<file path="config.mk">
export PLATFORM = sky130hd
export DESIGN_NAME = bitwise_op_scheduler
export DESIGN_NICKNAME = d
export VERILOG_FILES = /design/src/rtl/bitwise_op_scheduler_pkg.sv /design/src/rtl/bitwise_alu.sv /design/src/rtl/bitwise_op_scheduler.sv
export SDC_FILE = /design/constraint.sdc
export NUM_CORES = 1
export LEC_CHECK = 0
export ABC_CLOCK_PERIOD_IN_PS = 6600
export CAP_MARGIN = 20
export CORE_ASPECT_RATIO = 1.4
export CORE_MARGIN = 10
export CORE_UTILIZATION = 45
export DETAILED_ROUTE_END_ITERATION = 8
export PLACE_DENSITY = 0.9
export SYNTH_ARGS = -nofsm -noshare
export SYNTH_HDL_FRONTEND = slang
export SYNTH_SLANG_ARGS = --single-unit
</file>
<file path="constraint.sdc">
create_clock -name clk_in -period 6.6 [get_ports clk_in]
set_clock_uncertainty 0.15 [all_clocks]
set_input_delay 0.99 -clock clk_in [delete_from_list [all_inputs] [get_ports clk_in]]
set_output_delay 0.99 -clock clk_in [all_outputs]
set_load 0.05 [all_outputs]
</file>
<file path="src/rtl/bitwise_op_scheduler_pkg.sv">
// Shared constants for the bitwise op scheduler:
// logic-unit opcodes and scheduler FSM states.
package bitwise_op_scheduler_pkg;

  localparam logic [2:0] OP_AND   = 3'd0;
  localparam logic [2:0] OP_OR    = 3'd1;
  localparam logic [2:0] OP_XOR   = 3'd2;
  localparam logic [2:0] OP_XNOR  = 3'd3;
  localparam logic [2:0] OP_NOTA  = 3'd4;
  localparam logic [2:0] OP_NAND  = 3'd5;
  localparam logic [2:0] OP_NOR   = 3'd6;
  localparam logic [2:0] OP_PASSA = 3'd7;

  typedef enum logic [1:0] {
    IDLE = 2'd0,
    EXEC = 2'd1,
    RESP = 2'd2
  } state_e;

endpackage

</file>
<file path="src/rtl/bitwise_alu.sv">
// Combinational DATA_W-wide bitwise logic unit.
// NOT A and PASS A ignore operand b.
module bitwise_alu
  import bitwise_op_scheduler_pkg::*;
#(
  parameter int DATA_W = 8
) (
  input  logic [2:0]        op,
  input  logic [DATA_W-1:0] a,
  input  logic [DATA_W-1:0] b,
  output logic [DATA_W-1:0] y
);

  // Opcode decode into one bitwise function
  always_comb begin
    y = '0;
    unique case (op)
      OP_AND:   y = a & b;
      OP_OR:    y = a | b;
      OP_XOR:   y = a ^ b;
      OP_XNOR:  y = ~(a ^ b);
      OP_NOTA:  y = ~a;
      OP_NAND:  y = ~(a & b);
      OP_NOR:   y = ~(a | b);
      OP_PASSA: y = a;
      default:  y = '0;
    endcase
  end

endmodule

</file>
<file path="src/rtl/bitwise_op_scheduler.sv">
// Round-robin scheduler sharing one bitwise logic
// unit among NUM_REQ requesters, one op in flight.
module bitwise_op_scheduler
  import bitwise_op_scheduler_pkg::*;
#(
  parameter int NUM_REQ = 4,
  parameter int DATA_W  = 8,
  parameter int ID_W    = 2
) (
  input  logic                      clk_in,
  input  logic                      rst_n_in,
  input  logic [NUM_REQ-1:0]        req_in,
  input  logic [3*NUM_REQ-1:0]      op_in,
  input  logic [DATA_W*NUM_REQ-1:0] a_in,
  input  logic [DATA_W*NUM_REQ-1:0] b_in,
  output logic [NUM_REQ-1:0]        gnt_out,
  output logic                      res_valid_out,
  input  logic                      res_ready_in,
  output logic [DATA_W-1:0]         res_data_out,
  output logic [ID_W-1:0]           res_id_out,
  output logic                      busy_out,
  output logic [15:0]               op_cnt_out
);

  state_e              state_q, state_d;
  logic [ID_W-1:0]     ptr_q, ptr_d;
  logic [ID_W-1:0]     id_q, id_d;
  logic [ID_W-1:0]     rid_q, rid_d;
  logic [2:0]          op_q, op_d;
  logic [DATA_W-1:0]   a_q, a_d;
  logic [DATA_W-1:0]   b_q, b_d;
  logic [NUM_REQ-1:0]  gnt_q, gnt_d;
  logic                vld_q, vld_d;
  logic [DATA_W-1:0]   res_q, res_d;
  logic [15:0]         cnt_q, cnt_d;

  logic                found;
  logic [ID_W-1:0]     win;
  logic [ID_W:0]       sum;
  logic [2:0]          op_sel;
  logic [DATA_W-1:0]   a_sel;
  logic [DATA_W-1:0]   b_sel;
  logic [DATA_W-1:0]   alu_y;

  bitwise_alu #(
    .DATA_W (DATA_W)
  ) u_alu (
    .op (op_q),
    .a  (a_q),
    .b  (b_q),
    .y  (alu_y)
  );

  // First set request at or above the pointer, wrapping
  always_comb begin
    found = 1'b0;
    win   = '0;
    sum   = '0;
    for (int k = 0; k < NUM_REQ; k++) begin
      sum = {1'b0, ptr_q} + (ID_W+1)'(k);
      if (sum >= (ID_W+1)'(NUM_REQ))
        sum = sum - (ID_W+1)'(NUM_REQ);
      if (!found && req_in[sum[ID_W-1:0]]) begin
        found = 1'b1;
        win   = sum[ID_W-1:0];
      end
    end
  end

  // Select the winner's opcode and operand slices
  always_comb begin
    op_sel = '0;
    a_sel  = '0;
    b_sel  = '0;
    for (int i = 0; i < NUM_REQ; i++) begin
      if (win == ID_W'(i)) begin
        op_sel = op_in[3*i +: 3];
        a_sel  = a_in[DATA_W*i +: DATA_W];
        b_sel  = b_in[DATA_W*i +: DATA_W];
      end
    end
  end

  // Next-state and next-output computation
  always_comb begin
    state_d = state_q;
    ptr_d   = ptr_q;
    id_d    = id_q;
    rid_d   = rid_q;
    op_d    = op_q;
    a_d     = a_q;
    b_d     = b_q;
    gnt_d   = '0;
    vld_d   = vld_q;
    res_d   = res_q;
    cnt_d   = cnt_q;
    unique case (state_q)
      IDLE: begin
        if (found) begin
          gnt_d   = NUM_REQ'(1) << win;
          op_d    = op_sel;
          a_d     = a_sel;
          b_d     = b_sel;
          id_d    = win;
          ptr_d   = (win == ID_W'(NUM_REQ-1))
                    ? '0 : win + ID_W'(1);
          state_d = EXEC;
        end
      end
      EXEC: begin
        res_d   = alu_y;
        rid_d   = id_q;
        vld_d   = 1'b1;
        state_d = RESP;
      end
      RESP: begin
        if (res_ready_in) begin
          vld_d   = 1'b0;
          cnt_d   = cnt_q + 16'd1;
          state_d = IDLE;
        end
      end
      default: state_d = IDLE;
    endcase
  end

  // State and registered outputs; reset drops any op
  always_ff @(posedge clk_in or negedge rst_n_in) begin
    if (!rst_n_in) begin
      state_q <= IDLE;
      ptr_q   <= '0;
      id_q    <= '0;
      rid_q   <= '0;
      op_q    <= '0;
      a_q     <= '0;
      b_q     <= '0;
      gnt_q   <= '0;
      vld_q   <= 1'b0;
      res_q   <= '0;
      cnt_q   <= '0;
    end else begin
      state_q <= state_d;
      ptr_q   <= ptr_d;
      id_q    <= id_d;
      rid_q   <= rid_d;
      op_q    <= op_d;
      a_q     <= a_d;
      b_q     <= b_d;
      gnt_q   <= gnt_d;
      vld_q   <= vld_d;
      res_q   <= res_d;
      cnt_q   <= cnt_d;
    end
  end

  assign gnt_out       = gnt_q;
  assign res_valid_out = vld_q;
  assign res_data_out  = res_q;
  assign res_id_out    = rid_q;
  assign busy_out      = (state_q != IDLE);
  assign op_cnt_out    = cnt_q;

endmodule

</file>
### After elaboration in Yosys (flattened, before gate mapping)

Index checks and enable logic that the tools add are counted.
W data, S select, Z words.

* bits in registers: 56
* input port bits: 83
* word-level logic and storage cells: 106
* output and inout port bits: 32

* muxes and demuxes: 41
* shifts and indexed selects: 1
* order comparisons: 8
* bitwise operators: 7
* add/sub/neg operators: 9
* reductions and logical operators: 15
* equality and inequality tests: 14

Operators by type and width (count)
* $mux W8: 8
* $pmux W8 S8: 1
* $not A8 Y8: 4
* $mux W2: 11
* $add A16 B1 Y16 const B: 1
* $eq A3 B3 Y1 const B: 4
* $lt A2 B3 Y1 const B: 4
* $mux W3: 4
* $ge A3 B3 Y1 const B: 3
* $mux W1: 9
* $and A8 B8 Y8: 1
* $bmux W1 S2: 4
* $mux W4: 2
* $or A8 B8 Y8: 1
* $reduce_and A2 Y1: 4
* $sub A2 B1 Y2 const B: 4
* $xor A8 B8 Y8: 1
* $add A2 B2 Y3 const B: 2
* $eq A2 B2 Y1 const B: 3
* $eq A3 B2 Y1 const B: 2
* $pmux W2 S3: 1
* $eq A2 B1 Y1 const B: 2
* $logic_not A2 Y1: 2
* $ne A2 B2 Y1 const B: 2
* other kinds (10): 15

### Depth between registers and ports, before layout

Gate-level depths: netlist (run 1).

* depth in word-level cells: 19
* depth in mapped cells: 11
* mapped depth without buffers: 9

### Cells and area by module

From an unflattened synthesis (run 1), not the netlist that was laid out.

* cells, all modules: 456
* area total of the unflattened synthesis: 3858.7 um^2

Modules (own cells, without submodules)
* bitwise_op_scheduler: cells each 322, sequential area each 1401.3 um^2, times used 1, area each 2955.3 um^2
* bitwise_alu: cells each 134, sequential area each 0.0 um^2, times used 1, area each 903.4 um^2

### Worst setup path after synthesis (run 1)

No wires, ideal clock.

* kind: input-to-reg
* start: in req_in[2]
* end: reg b_q[5]
* setup slack: 3.597 ns
* data required time: 6.309 ns
* arrival: 2.712 ns
* path buffers: 2
* stages: 11
* library setup time: 0.141 ns
* path through: mux2i_1 nor2_1 nor3_1 inv_1 ha_1 nor2b_1 buf_2 buf_4 a221oi_1 a211o_1 a31oi_1

* word-level cells in the longest chain between the ends: 17
* elaborated cells between the ends (all ways): 31
* classes of those cells: eq/ne: 3; mux: 20; reduce/logical: 8

Ends and longest elaborated chain
* start, declared: RTL line bitwise_op_scheduler.sv:12 `input logic [NUM_REQ-1:0] req_in,`
* $bmux W1 S2: RTL line bitwise_op_scheduler.sv:63 `if (!found && req_in[sum[ID_W-1:0]]) begin`
* $mux W1 (not written as such): RTL line bitwise_op_scheduler.sv:63
* $mux W1: RTL line bitwise_op_scheduler.sv:63
* $logic_not A1 Y1: RTL line bitwise_op_scheduler.sv:63
* $logic_and A1 B1 Y1: RTL line bitwise_op_scheduler.sv:63
* $mux W1: RTL line bitwise_op_scheduler.sv:63
* $logic_not A1 Y1: RTL line bitwise_op_scheduler.sv:63
* $logic_and A1 B1 Y1: RTL line bitwise_op_scheduler.sv:63
* $mux W1: RTL line bitwise_op_scheduler.sv:63
* $logic_not A1 Y1: RTL line bitwise_op_scheduler.sv:63
* $logic_and A1 B1 Y1: RTL line bitwise_op_scheduler.sv:63
* $mux W2 (*): RTL line bitwise_op_scheduler.sv:63
* named net win[0]: RTL line bitwise_op_scheduler.sv:38 `logic [ID_W-1:0] win;`
* $logic_not A2 Y1: RTL line bitwise_op_scheduler.sv:76 `if (win == ID_W'(i)) begin`
* $mux W8 (3 in series): RTL line bitwise_op_scheduler.sv:76
* $mux W8 (*): RTL line bitwise_op_scheduler.sv:76
* end signal, assigned: RTL line bitwise_op_scheduler.sv:136 `b_q <= '0;`
* end signal, assigned: RTL line bitwise_op_scheduler.sv:148 `b_q <= b_d;`
* end, declared: RTL line bitwise_op_scheduler.sv:31 `logic [DATA_W-1:0] b_q, b_d;`

Mark *: on every way through the listed nets, which the timed path passes. The rest lies on a longest branch. The select of a mux whose other input is x is not followed.
A chain may end at the register's enable or synchronous reset.

### Worst setup path in the final report (run 1)

* start: in req_in[0]
* end: reg b_q[5]

Same word-level chain as after synthesis.

==> flow_summary.json, run 1 <==
{
  "cts_resized": 0,
  "drc": 0,
  "clock_path_buffers": 2,
  "slew_headroom": 0.420,
  "fill_cells": 660,
  "synth_edf_count": 0,
  "antenna_found_initial": 0,
  "ant_nets": 0,
  "reg2reg_depth": 9,
  "grt_pass1_wl_um": 16000,
  "netlist_area_mm2": 0.00370,
  "overflow": 0,
  "numCtsBuffers": 5,
  "synth.avg_cell_area_um2": 8.80,
  "ctsHoldBuffers": 0,
  "r2r-start": "ptr_q[1]",
  "r2r_setup_slack_ps": 3350,
  "synth_top_area_frac": 0.378,
  "netlist_top_cells_count": "dfrtp_1 (56), nor2_1 (50), inv_1 (47)",
  "instances_no_fill": 622,
  "ys_warn_count": 0,
  "ioPinCount": 115,
  "grt_usage": 0.148,
  "path_max_fanout": 22,
  "fin_crit_sh": 0.597,
  "yosysUniqueCellTypes": 47,
  "r2r-end": "b_q[5]",
  "postRouteWirelength_um": 9620,
  "slowest_stage": "ha_1",
  "dpl.hpwl_um": 7550,
  "vias": 3420,
  "ys_seq_area_frac": 0.378,
  "endpoint_kind": "register",
  "cts_setup_buffers": 0,
  "n_antenna_cell": 0,
  "path_class": "input port to register",
  "timing.critical_path.buf_inv": 2,
  "finalSetupViolCount": 0,
  "max_freq_mhz": 254,
  "cts.sinks": 56,
  "critPathArrivalTime_ps": 3940,
  "wl_per_cell_um": 15.5,
  "synth_nets": 525,
  "drive_above_1_share": 0.0596,
  "grt_pass1_vias": 3528,
  "p_per_area_mw_per_mm2": 455,
  "tightest_slew_ps": 871,
  "total_power_mw": 2.30,
  "die_area_mm2": 0.0123,
  "required_ps": 6600,
  "p_leak_nw": 2.25,
  "crit_cells": 10,
  "finalSetupTns_ps": 0,
  "synth_top_flop_cell": "dfrtp_1",
  "die_h_um": 127,
  "drt_iter0_drc": 254,
  "fp.coreArea_mm2": 0.00810,
  "drt-pass1-iter-count": 4,
  "critPathTopFamily": "adder cells",
  "cts-root-buf": "clkbuf_16",
  "drv_cap": 0,
  "ir_drop_uv": 246,
  "min_period_ps": 3940,
  "crit_start": "req_in[0]",
  "placed_cells": 612,
  "io_buffer_count": 114,
  "routed_via_density": 5.50,
  "hp-class": "register to register",
  "htreeDepth": 2,
  "synth.most_common_cell": "dfrtp_1",
  "critPathCapture": "b_q[5]",
  "grt_max_degree": 57,
  "finalHoldViolCount": 0,
  "synth_cells": 421,
  "rows": 39,
  "ys_top_cells_by_area": "dfrtp_1 (38%), ha_1 (7.1%), nor2_1 (5.1%), inv_1 (4.8%), a211o_1 (4.5%)",
  "path_clk_slew_ps": 70,
  "die-width_um": 96.7,
  "cp_cell_sequence": "clkdlybuf4s50_1 > mux2i_1 > nor2_1 > nor3_1 > ha_1 > nor2b_1 > buf_4 > a221oi_1 > a211o_1 > a31oi_1",
  "start_util": 0.457,
  "cts_tree": "yes",
  "max_stage_delay_ps": 760,
  "clk_latency_ps": 290,
  "rsz0062_at_grt": "no",
  "area_growth_pct": 36.7,
  "nets": 623,
  "ys_seq_elements": 56,
  "place_congestion": 0.781,
  "worstSetupStartpointType": "input port",
  "maxSlewViolCount": 0,
  "status": "finished clean",
  "async_flop_share": 1.00,
  "synth_top_area_cell": "dfrtp_1"
}
## layer usage
metal | up-vias | wire length, µm | global-route usage
met5 | - | 0 | 0
met4 | 0 | 142 | 0.0487
met3 | 10 | 693 | 0.0458
met2 | 114 | 5070 | 0.271
met1 | 1630 | 3710 | 0.158
li1 | 1666 | - | -
## layout make-up
type	count	area [µm²]	share of cell area
Multi-Input combinational cell	289	1980	0.391
Clock buffer	5	125	0.0247
Tap cell	102	128	0.0252
Timing Repair Buffer	120	1210	0.239
Inverter	47	176	0.0348
Sequential cell	56	1400	0.277
Clock inverter	3	46.3	0.00914
## stage by stage
stage	util	hold WS, ps	area (µm²)	setup WS (ps)
floorplan	-	324	3700	3600
global placement	0.598	310	4840	2430
detailed placement	0.599	320	4860	2230
CTS	0.621	335	5030	2520
global route	0.625	352	5060	2440
finish	0.625	327	5060	2660
## layout by cell type, fill, tap and decap left out, drive strengths merged, types with 2 or more instances in the layout
master	Yosys	layout
inv	47	48
nor2b	12	12
a22oi	2	2
xor2	4	4
nor4	4	4
dfrtp	56	56
mux4	3	3
a21oi	16	16
o221ai	2	2
o211ai	2	2
clkdlybuf4s50	0	113
nand3	6	6
ha	21	21
clkbuf	12	5
a31oi	20	20
a311oi	2	2
nand2	43	43
nor3	6	6
a211o	19	19
a32o	2	2
nor2	50	50
nand2b	3	3
buf	17	7
nand4	4	4
a221oi	19	19
o31ai	7	7
xnor2	11	11
or2	2	2
o21ai	8	8
and4	2	2
and2	4	4
mux2i	4	4
mux2	4	4
## cell families after synthesis
group	after synthesis	share of synthesized area
multiplexers	11	0.0422
flip-flops	56	0.378
buffers and inverters	76	0.0892
XOR/XNOR	15	0.0355
AND/OR/NAND/NOR	138	0.171
adder cells (fa/ha/maj)	21	0.0709
AO/OA/AOI/OAI	104	0.213
## worst register-to-register path: cells and delay by family (launching register included)
| kind | cells | cell delay, ps |
|---|---|---|
| DFF | 1 | 440 |
| and+or+nand+nor | 3 | 760 |
| AOI/OAI and AO/OA | 3 | 550 |
| adders and majority gates | 1 | 760 |
| muxes | 1 | 210 |
| buffers and inverters | 1 | 260 |
## power breakdown
group | leakage (nW) | switching (mW) | internal, mW
registers | 0.695 | 0.156 | 0.480
clock network | 0.0857 | 0.122 | 0.181
logic | 1.47 | 0.774 | 0.591
total | 2.25 | 1.05 | 1.25
## worst min path at each step
stage / from / endpoint / cells past startpoint
2_1_floorplan: id_q[0] / id_q[0] / 2
3_3_place_gp: op_cnt_out[15] / op_cnt_out[15] / 1
3_5_place_dp: res_data_out[2] / res_data_out[2] / 2
4_1_cts: res_data_out[2] / res_data_out[2] / 2
5_1_grt: res_data_out[2] / res_data_out[2] / 2
6_report: res_data_out[7] / res_data_out[7] / 2
## sequential cells by signal (all words and copies together) (netlist names), 2 cells and up
name and flops:
a_q 8, b_q 8, gnt_out 4, id_q 2
op_cnt_out 16, op_q 3, ptr_q 2, res_data_out 8
res_id_out 2, state_q 2
(Power assumes the default switching activity.)
==> run 2, diff against run 1 <==
Settings changed: ABC_CLOCK_PERIOD_IN_PS 6600 to 3200, CORE_UTILIZATION 45 to 43.
Clock period 6.6 ns to 3.2 ns, I/O delays scaled along.
==> flow_summary.json, run 2 (same netlist as run 1, synthesis figures left out) <==
{
  "endpoint_kind": "register",
  "drt-pass1-iter-count": 5,
  "timing.final.ws_setup_ps": 436,
  "worstSetupStartpointType": "input port",
  "final_util": 0.596,
  "hp-start": "res_data_out[7]",
  "placed_cells": 619,
  "hp-class": "register to register",
  "rsz0062_at_grt": "no",
  "finalSetupTns_ps": 0,
  "p_leak_nw": 2.26,
  "start_util": 0.435,
  "instances_no_fill": 628,
  "postRouteWirelength_um": 9800,
  "grt_pass1_wl_um": 16600,
  "grt_usage": 0.152,
  "critPathArrivalTime_ps": 2820,
  "p_clk_frac": 0.131,
  "slowest_stage": "clkdlybuf4s50_1",
  "cts.sinks": 56,
  "n_antenna_cell": 0,
  "placed_area_mm2": 0.00489,
  "holdPathEnd": "res_data_out[7]",
  "vias": 3433,
  "ir_drop_uv": 497,
  "drv_cap": 0,
  "required_ps": 3260,
  "final_area_mm2": 0.00507,
  "clock_path_buffers": 2,
  "fp.coreArea_mm2": 0.00851,
  "final_common_cell": "clkdlybuf4s50_1",
  "nets": 626,
  "ctsHoldBuffers": 1,
  "clk_latency_ps": 290,
  "routed_via_density": 5.47,
  "r2r-end": "a_q[7]",
  "die_h_um": 130,
  "grt_pass1_vias": 3617,
  "min_period_ps": 2760,
  "drive_above_1_share": 0.0612,
  "antenna_found_initial": 0,
  "hold_depth": 2,
  "cp_cell_sequence": "clkdlybuf4s50_1 > a21oi_1 > o21a_1 > o22ai_1 > ha_1 > nor2b_1 > buf_4 > a221oi_1 > a211o_1 > a31oi_1",
  "timing.critical_path.buf_inv": 2,
  "tightest_slew_ps": 1010,
  "sw_frac_of_total": 0.458,
  "slew_headroom": 0.329,
  "htreeDepth": 2,
  "maxSlewViolCount": 0,
  "cts_tree": "yes",
  "numCtsBuffers": 5,
  "fin_crit_sh": 0.864,
  "path_clk_slew_ps": 70,
  "ioPinCount": 115,
  "drc": 0,
  "largest_reg_flops": 16,
  "rows": 40,
  "reg2reg_depth": 10,
  "place_ws_ps": 147,
  "path_max_fanout": 18,
  "io_buffer_count": 114,
  "max_freq_mhz": 362,
  "max_stage_delay_ps": 540,
  "path_class": "input port to register",
  "intPower_mw": 2.58,
  "cts-root-buf": "clkbuf_16",
  "die-width_um": 98.4,
  "wl_per_cell_um": 15.6,
  "die_area_mm2": 0.0128,
  "place_congestion": 0.770,
  "critPathTopFamily": "compound AO/OA/AOI/OAI gates",
  "drt_iter0_drc": 259,
  "final_cell_mix": "clkdlybuf4s50_1 (113), dfrtp_1 (56), nor2_1 (50)",
  "ant_nets": 0,
  "dpl.hpwl_um": 7830,
  "overflow": 0,
  "fill_cells": 692,
  "area_growth_pct": 37.0,
  "power_switching_mw": 2.19,
  "combPwrFrac": 0.581,
  "finalHoldViolCount": 0,
  "cts_resized": 0,
  "pwr-share-seq": 0.288,
  "status": "finished clean",
  "cts_setup_buffers": 0,
  "grt_max_degree": 48,
  "p_per_area_mw_per_mm2": 941,
  "r2r-start": "ptr_q[1]",
  "finalSetupViolCount": 0,
  "r2r_setup_slack_ps": 620
}
-- run 2: cell types whose count changed in the layout (fill, tap and decap cells not counted), sizes merged --
cell and change:
dlygate4sd3 +1, clkinv -1, clkbuf +1, buf +2
-- run 2: worst max-delay path by stage --
stage	cells after the start	from	end	slack [ps]
5_1_grt	10	req_in[0]	a_q[7]	250
3_5_place_dp	11	req_in[2]	a_q[7]	150
4_1_cts	11	req_in[2]	a_q[7]	440
3_3_place_gp	10	req_in[0]	a_q[7]	290
6_report	10	req_in[0]	a_q[7]	440
2_1_floorplan	11	req_in[2]	b_q[5]	710
-- run 2: layout make-up --
cell class / instances / area, µm² / share of cell area
multi-input combinational: 289 / 1980 / 0.390
timing repair buffer: 123 / 1220 / 0.240
tap: 105 / 131 / 0.0259
inverter: 47 / 176 / 0.0348
clock buffer: 6 / 129 / 0.0254
clock inverter: 2 / 38.8 / 0.00765
sequential: 56 / 1400 / 0.276
-- run 2: per-stage QoR --
stage	hold slack, ps	power [mW]
after floorplan	34.4	3.41
after global placement	298	3.98
after detailed placement	310	4.15
after CTS	344	4.79
after global routing	358	5.15
final	335	4.77
-- run 2: per-layer routing --
| metal | share of wire | track usage | wire, µm |
|---|---|---|---|
| met4 | 0.018 | 0.0524 | 175 |
| met5 | 0 | 0 | 0 |
| met1 | 0.40 | 0.168 | 3930 |
| met2 | 0.52 | 0.271 | 5090 |
| met3 | 0.061 | 0.0439 | 601 |
-- run 2: worst reg2reg max path, delay by kind of cell, from the launching register on --
kind / cells / cell delay, ps
multiplexers: 1 / 230
AO/OA/AOI/OAI: 3 / 570
AND/OR/NAND/NOR: 3 / 510
flip-flops: 1 / 450
adder cells (fa/ha/maj): 1 / 240
buffers and inverters: 2 / 300
-- run 2: power by group through the flow --
stage               Sequential [mW]  Combinational, mW  Clock (mW)
global placement               1.36               2.63           0
CTS                            1.37               2.78       0.638
floorplan                      1.56               1.85           0
detailed placement             1.38               2.76           0
finish                         1.38               2.77       0.624
global route                   1.43               3.05       0.666
